File: src/rtl/fraction_normalizer.sv
// Post-add normalization stage: re-aligns the raw 27-bit fraction sum so the hidden bit
// lands at bit 25, adjusts the biased exponent and flags zero/overflow. Two-stage pipeline.
module fraction_normalizer (
    input  logic        clk,
    input  logic        reset_n,
    input  logic        in_valid,
    output logic        in_ready,
    input  logic [26:0] sum_fraction_in,
    input  logic [7:0]  exponent_in,
    output logic        out_valid,
    input  logic        out_ready,
    output logic [25:0] normalized_fraction_out,
    output logic [7:0]  exponent_out,
    output logic        zero_out,
    output logic        overflow_out
);

    logic        s1_valid_q;
    logic [26:0] s1_sum_q;
    logic [7:0]  s1_exp_q;
    logic        s1_carry_q;
    logic        s1_zero_q;
    logic [4:0]  s1_lzc_q;

    logic        s1_en;
    logic        s2_en;
    logic [4:0]  lzc_d;

    logic [8:0]  exp_inc;
    logic [8:0]  exp_m1;
    logic [4:0]  shift;
    logic [24:0] shifted;
    logic [25:0] frac_d;
    logic [7:0]  exp_d;
    logic        zero_d;
    logic        ovf_d;

    assign s2_en    = !out_valid || out_ready;
    assign s1_en    = !s1_valid_q || s2_en;
    assign in_ready = s1_en;

    // Highest set bit wins because the scan runs upward; 26 when bits [25:0] are all zero.
    always_comb begin
        lzc_d = 5'd26;
        for (int i = 0; i <= 25; i++) begin
            if (sum_fraction_in[i]) lzc_d = 5'(25 - i);
        end
    end

    always_ff @(posedge clk or negedge reset_n) begin
        if (!reset_n) begin
            s1_valid_q <= 1'b0;
            s1_sum_q   <= '0;
            s1_exp_q   <= '0;
            s1_carry_q <= 1'b0;
            s1_zero_q  <= 1'b0;
            s1_lzc_q   <= '0;
        end else if (s1_en) begin
            s1_valid_q <= in_valid;
            if (in_valid) begin
                s1_sum_q   <= sum_fraction_in;
                s1_exp_q   <= exponent_in;
                s1_carry_q <= sum_fraction_in[26];
                s1_zero_q  <= (sum_fraction_in == 27'd0);
                s1_lzc_q   <= lzc_d;
            end
        end
    end

    always_comb begin
        exp_inc = {1'b0, s1_exp_q} + 9'd1;
        exp_m1  = {1'b0, s1_exp_q} - 9'd1;
        shift   = '0;
        shifted = '0;
        frac_d  = '0;
        exp_d   = '0;
        zero_d  = 1'b0;
        ovf_d   = 1'b0;
        if (s1_zero_q) begin
            zero_d = 1'b1;
        end else if (s1_carry_q) begin
            if (exp_inc >= 9'd255) begin
                ovf_d = 1'b1;
                exp_d = 8'hff;
            end else begin
                frac_d = {s1_sum_q[26:2], s1_sum_q[1] | s1_sum_q[0]};
                exp_d  = exp_inc[7:0];
            end
        end else if (s1_sum_q[25]) begin
            frac_d = s1_sum_q[25:0];
            exp_d  = s1_exp_q;
        end else begin
            // Shift is capped so the exponent never drops below 1; exponent 0 never shifts.
            if (s1_exp_q == 8'd0) begin
                shift = '0;
            end else if ({4'b0, s1_lzc_q} <= exp_m1) begin
                shift = s1_lzc_q;
            end else begin
                shift = exp_m1[4:0];
            end
            shifted = s1_sum_q[25:1] << shift;
            frac_d  = {shifted, s1_sum_q[0]};
            exp_d   = s1_exp_q - {3'b0, shift};
            if (!shifted[24]) exp_d = 8'd0;
        end
    end

    always_ff @(posedge clk or negedge reset_n) begin
        if (!reset_n) begin
            out_valid               <= 1'b0;
            normalized_fraction_out <= '0;
            exponent_out            <= '0;
            zero_out                <= 1'b0;
            overflow_out            <= 1'b0;
        end else if (s2_en) begin
            out_valid <= s1_valid_q;
            if (s1_valid_q) begin
                normalized_fraction_out <= frac_d;
                exponent_out            <= exp_d;
                zero_out                <= zero_d;
                overflow_out            <= ovf_d;
            end
        end
    end

endmodule
File: config.mk
export PLATFORM = sky130hd
export DESIGN_NAME = fraction_normalizer
export DESIGN_NICKNAME = d
export VERILOG_FILES = /design/src/rtl/fraction_normalizer.sv
export SDC_FILE = /design/constraint.sdc
export NUM_CORES = 1
export LEC_CHECK = 0
export BUFFER_PORTS_ARGS = -buffer_cell sky130_fd_sc_hd__buf_2
export CAP_MARGIN = 20
export CORE_ASPECT_RATIO = 2
export CORE_MARGIN = 1.5
export CORE_UTILIZATION = 55
export DETAILED_ROUTE_END_ITERATION = 16
export MAX_ROUTING_LAYER = met4
export PLACE_DENSITY = 0.76
export SLEW_MARGIN = 10
export SYNTH_ARGS = -nofsm -noshare
export SYNTH_HDL_FRONTEND = slang
export SYNTH_SLANG_ARGS = --single-unit
File: constraint.sdc
create_clock -name clk -period 6.25 [get_ports clk]
set_input_delay 1.25 -clock clk [delete_from_list [all_inputs] [get_ports clk]]
set_output_delay 1.25 -clock clk [all_outputs]
set_load 0.05 [all_outputs]
Word level (Yosys, flattened, before mapping)
Cells that the tools add are included.
- bits in registers: 80
- bits in latches: 0
- bits in writable memories: 0
- bits in read-only memories: 0
- output and inout bits: 38
- memories: 0
- $add $sub $neg: 3
- multipliers: 0
- div/mod/pow operators: 0
- order comparisons: 2
- eq/ne operators: 0
- shift-type cells: 1
- mux-type cells: 44
- bitwise logic cells: 1
- reductions and logical operators: 8
- operators by type and width (cell ; count):
    $mux W5 ; 28
    $mux W26 ; 4
    $mux W8 ; 5
    $logic_not A27 Y1 ; 1
    $shl A25 B5 Y25 ; 1
    $add A8 B1 Y9 const B ; 1
    $ge A9 B8 Y1 const B ; 1
    $le A5 B9 Y1 ; 1
    $sub A8 B1 Y9 const B ; 1
    $logic_not A8 Y1 ; 1
    $sub A8 B5 Y8 ; 1
    $mux W1 ; 4
    $mux W2 ; 2
    $mux W4 ; 1
    $reduce_and A2 Y1 ; 2
    $logic_not A1 Y1 ; 2
    $logic_or A1 B1 Y1 ; 2
    $or A1 B1 Y1 ; 1

Longest topological paths before layout
- depth after elaboration: 26
- gate-level depth with buffers: 28
- depth with buffers taken out: 22

Worst setup path before layout
No wires, ideal clock.
- path type: register to register
- from: register s1_exp_q[0]
- to: register exponent_out[7]
- setup time: 0.122 ns
- data arrival time: 4.892 ns
- required time: 6.128 ns
- path slack: 1.236 ns
- stages on the path, launching flop included: 24
- path through: dfrtp_1 buf_2 inv_1 ha_1 clkbuf_2 xor2_1 inv_1 ha_1 and3_1 and3_1 a311oi_4 nand2_1 mux2i_2 inv_2 buf_1 ha_1 nor2b_1 o21ai_0 nand2b_1 a21oi_1 o21ai_0 nor4b_1 a211oi_1 a32o_1
- cells in the longest elaborated chain, start to end: 12
- elaborated cells between the ends (all ways): 17
- ends and longest elaborated chain (element ; RTL line ; source):
    start, declared ; 20 ; logic [7:0] s1_exp_q;
    start signal, assigned ; 62 ; s1_exp_q <= exponent_in;
    $sub A8 B1 Y9 ; 72 ; exp_m1 = {1'b0, s1_exp_q} - 9'd1;
    $le A5 B9 Y1 ; 96 ; end else if ({4'b0, s1_lzc_q} <= exp_m1) begin
    $mux W5 ; 96 ;
    $mux W5 ; 94 ; if (s1_exp_q == 8'd0) begin
    $mux W5 ; 89 ; end else if (s1_sum_q[25]) begin
    $mux W5 ; 81 ; end else if (s1_carry_q) begin
    $mux W5 ; 79 ; if (s1_zero_q) begin
    $sub A8 B5 Y8 or $shl A25 B5 Y25 (tied branches) ; 103, 101 ;
    $mux W8 ; 104 ; if (!shifted[24]) exp_d = 8'd0;
    $mux W8 ; 89 ;
    $mux W8 * ; 81 ;
    $mux W8 * ; 79 ;
    end signal, assigned ; 119 ; exponent_out <= exp_d;
    end, declared ; 13 ; output logic [7:0] exponent_out,
Every way passes the cells marked *; elsewhere a longest branch is shown, timed or not. The select of a mux whose other input is x is not followed.
A chain may end at the register's enable or synchronous reset.

Final worst setup path
Same ends and word-level chain as after synthesis.

==> flow_summary.json <==
{
  "outcome": "finished clean",
  "whs_ps": 474.9,
  "nNetsFinal": 866,
  "final_antenna_net_count": 0,
  "critPathLaunchType": "register",
  "worstPathRequired_ps": 6480,
  "postLayoutSetupSlackWorst_ps": 328.5,
  "placed_cell_area_mm2": 0.006484,
  "die_x_um": 77.50,
  "vdd_drop_max_mv": 0.2211,
  "synth_warnings": 0,
  "hpwl_um": 15830,
  "cts_buffers": 9,
  "place_ws_ps": 517.6,
  "row_count": 54,
  "antenna_cells": 0,
  "yosysUniqueCellTypes": 73,
  "tightest_slew_ps": 1023,
  "total_power_mw": 2.400,
  "setup_tns_ps": 0,
  "synth_area_mm2": 0.006105,
  "fmax_mhz": 168.9,
  "die_area_mm2": 0.01178,
  "grt_max_degree": 80,
  "area_growth_pct": 11.60,
  "drv_slew": 0,
  "gp_congestion": 1.092,
  "clock_latency_ps": 340,
  "crit_fanout": 25,
  "fin_crit_sh_pct": 94.74,
  "worst_setup_path_end_kind": "register",
  "antenna_found_initial": 0,
  "setup_viol": 0,
  "cts_tree": "yes",
  "crit_type": "reg -> reg",
  "cts_hold_buffers": 0,
  "cts_resized": 0,
  "start_util_pct": 56.12,
  "p_leak_nw": 3.059,
  "clock-sinks": 79,
  "maxSlewHeadroom_pct": 31.79,
  "nFillCells": 957,
  "wl_um": 21070,
  "avgRoutedWirePerCell_um": 22.02,
  "grt_setup_unrepaired": "no",
  "syn_inst": 766,
  "clk_pin_slew_worst_paths_ps": 60,
  "via_per_inst": 6.597,
  "cp.arrival_ps": 6150,
  "grt_usage_pct": 37.19,
  "synth_seq_cells": 79,
  "final_cells": 957,
  "avgSynthCellArea_um2": 7.969,
  "cts_max_path_buffers": 2,
  "placed_cells": 940,
  "h-tree-depth": 3,
  "drt_iter0_markers": 766,
  "grt_pass1_wl_um": 32890,
  "coreArea_mm2": 0.01088,
  "hold_viol": 0,
  "vias": 6313,
  "overflow": 0,
  "postCtsSetupRepairBufs": 0,
  "io_pins": 77,
  "io_buffers": 76,
  "die_h_um": 152.0,
  "drt_first_pass_iters": 9,
  "synth_nets": 820,
  "utilization_pct": 62.63,
  "ys.flop_type": "dfrtp_1",
  "drive_above_1_share_pct": 16.40,
  "p_per_area_mw_per_mm2": 352.2,
  "root_buffer": "clkbuf_16",
  "hp-class": "reg -> reg",
  "grt_pass1_vias": 6139,
  "drc_errors": 0,
  "finClkSkew_ps": 10.89,
  "stdcell_area_mm2": 0.006813,
  "min_period_ps": 5922,
  "max_cap_viol_count": 0,
  "async_flop_share_pct": 100.0,
  "ys_seq_area_share_pct": 32.38,
  "synth_edf_count": 0
}
-- cell type report --
cell class                      count  area, um^2  share of cell area, %
Timing Repair Buffer               91       520.5                  7.640
Inverter                           23       91.34                  1.341
Multi-Input combinational cell    608        3740                  54.89
Clock buffer                       10       239.0                  3.508
Tap cell                          140       175.2                  2.571
Sequential cell                    79        1977                  29.02
Clock inverter                      6       70.07                  1.028
-- cells in the final DEF (no fill, tap or decap), types with 4 or more instances in the layout --
cell type  Yosys  routed
a22o_1         6       6
inv_1         17      17
o22ai_1        4       4
nand2_1      153     153
nor4_1        11      11
o21ai_1        4       4
dfrtp_1       79      79
a32oi_1        7       7
a21o_1         4       4
a22oi_1       11      11
nand2b_1      10      10
a221o_1        4       4
xnor2_1        4       4
nor2_1        47      47
and3_1         5       5
nand4_1        6       6
clkbuf_16      0       9
mux2_2        12      12
a221oi_1       6       6
xor2_1         4       4
mux2i_1       37      37
a21oi_1       45      45
a311oi_1       5       5
buf_4          0      14
o21bai_1       5       5
nor3_1        29      29
clkinv_1       4       4
nand3_1       24      24
a211oi_1      10      10
clkinv_4       1       5
buf_2          6      75
nor2b_1        4       4
o21ai_0       66      66
ha_1          14      14
o211ai_1       9       9
a32o_1         7       7
-- flip-flops by register name (all words and copies together) (netlist names) --
| register | flops |
|---|---|
| s1_sum_q | 27 |
| out_valid | 1 |
| exponent_out | 8 |
| normalized_fraction_out | 26 |
| s1_valid_q | 1 |
| s1_zero_q | 1 |
| zero_out | 1 |
| overflow_out | 1 |
| s1_exp_q | 8 |
| s1_lzc_q | 5 |
-- Yosys cell counts (5+ instances only) --
library cell | number | area share [%]
nor3_1 | 29 | 2.4
nand3_1 | 24 | 2.0
nand2_1 | 153 | 9.4
and3_1 | 5 | 0.51
a211oi_1 | 10 | 1.2
o211ai_1 | 9 | 1.1
nor2_1 | 47 | 2.9
nand4_1 | 6 | 0.61
nor4_1 | 11 | 1.1
buf_2 | 6 | 0.49
mux2i_1 | 37 | 6.1
inv_1 | 17 | 1.0
nand2b_1 | 10 | 1.0
o21bai_1 | 5 | 0.61
ha_1 | 14 | 2.9
mux2_2 | 12 | 2.2
a32oi_1 | 7 | 1.0
dfrtp_1 | 79 | 32
a221oi_1 | 6 | 0.86
a22o_1 | 6 | 0.86
buf_6 | 6 | 1.1
a22oi_1 | 11 | 1.4
o21ai_0 | 66 | 5.4
a32o_1 | 7 | 1.1
clkbuf_1 | 38 | 2.3
a311oi_1 | 5 | 0.72
a21oi_1 | 45 | 3.7
-- report_power, final --
group / switching, mW / internal (mW) / leakage [nW] / total [mW]
sequential: 0.131 / 0.614 / 0.983 / 0.745
clock: 0.215 / 0.322 / 0.153 / 0.537
combinational: 0.771 / 0.347 / 1.92 / 1.12
total: 1.12 / 1.28 / 3.06 / 2.40
-- worst max-delay path, stage by stage (launching register included) --
cell,delay (ps)
dfrtp_1,480
inv_1,250
ha_1,350
xor2_1,540
inv_1,150
ha_1,300
and3_1,200
and3_1,230
a311oi_4,480
a32o_1,320
or2_1,550
clkinv_4,310
buf_4,320
a21o_1,220
mux2i_1,480
o2111ai_2,290
a32o_1,340
-- routing by layer --
metal  part of all wire (%)  wire length [um]  global-route usage [%]
met5                      0                 0                       -
met2                     50             10570                   62.61
met4                    6.8              1426                   23.46
met3                    6.9              1446                   4.925
met1                     36              7630                   40.53
-- logic make-up after synthesis --
family,Yosys count,share of synthesized area (%)
DFF,79,32.38
and+or+nand+nor,301,21.87
adders and majority gates,15,3.197
xor gates and xnor gates,8,1.148
AOI/OAI and AO/OA,233,26.17
muxes,51,8.875
buffers and inverters,79,6.354
-- path summary, 6_finish.rpt --
check	slack [ps]	depth (start not counted)	startpoint	to
worst min-delay path	470	2	normalized_fraction_out[8]	normalized_fraction_out[8]
max in group asynchronous	4780	2	reset_n	s1_lzc_q[4]
worst max register to register	330	16	s1_exp_q[0]	exponent_out[7]
worst max-delay path	330	16	s1_exp_q[0]	exponent_out[7]
worst min register to register	470	2	normalized_fraction_out[8]	normalized_fraction_out[8]
min in group asynchronous	880	1	reset_n	normalized_fraction_out[14]
Power figures use the tool's default switching activity.
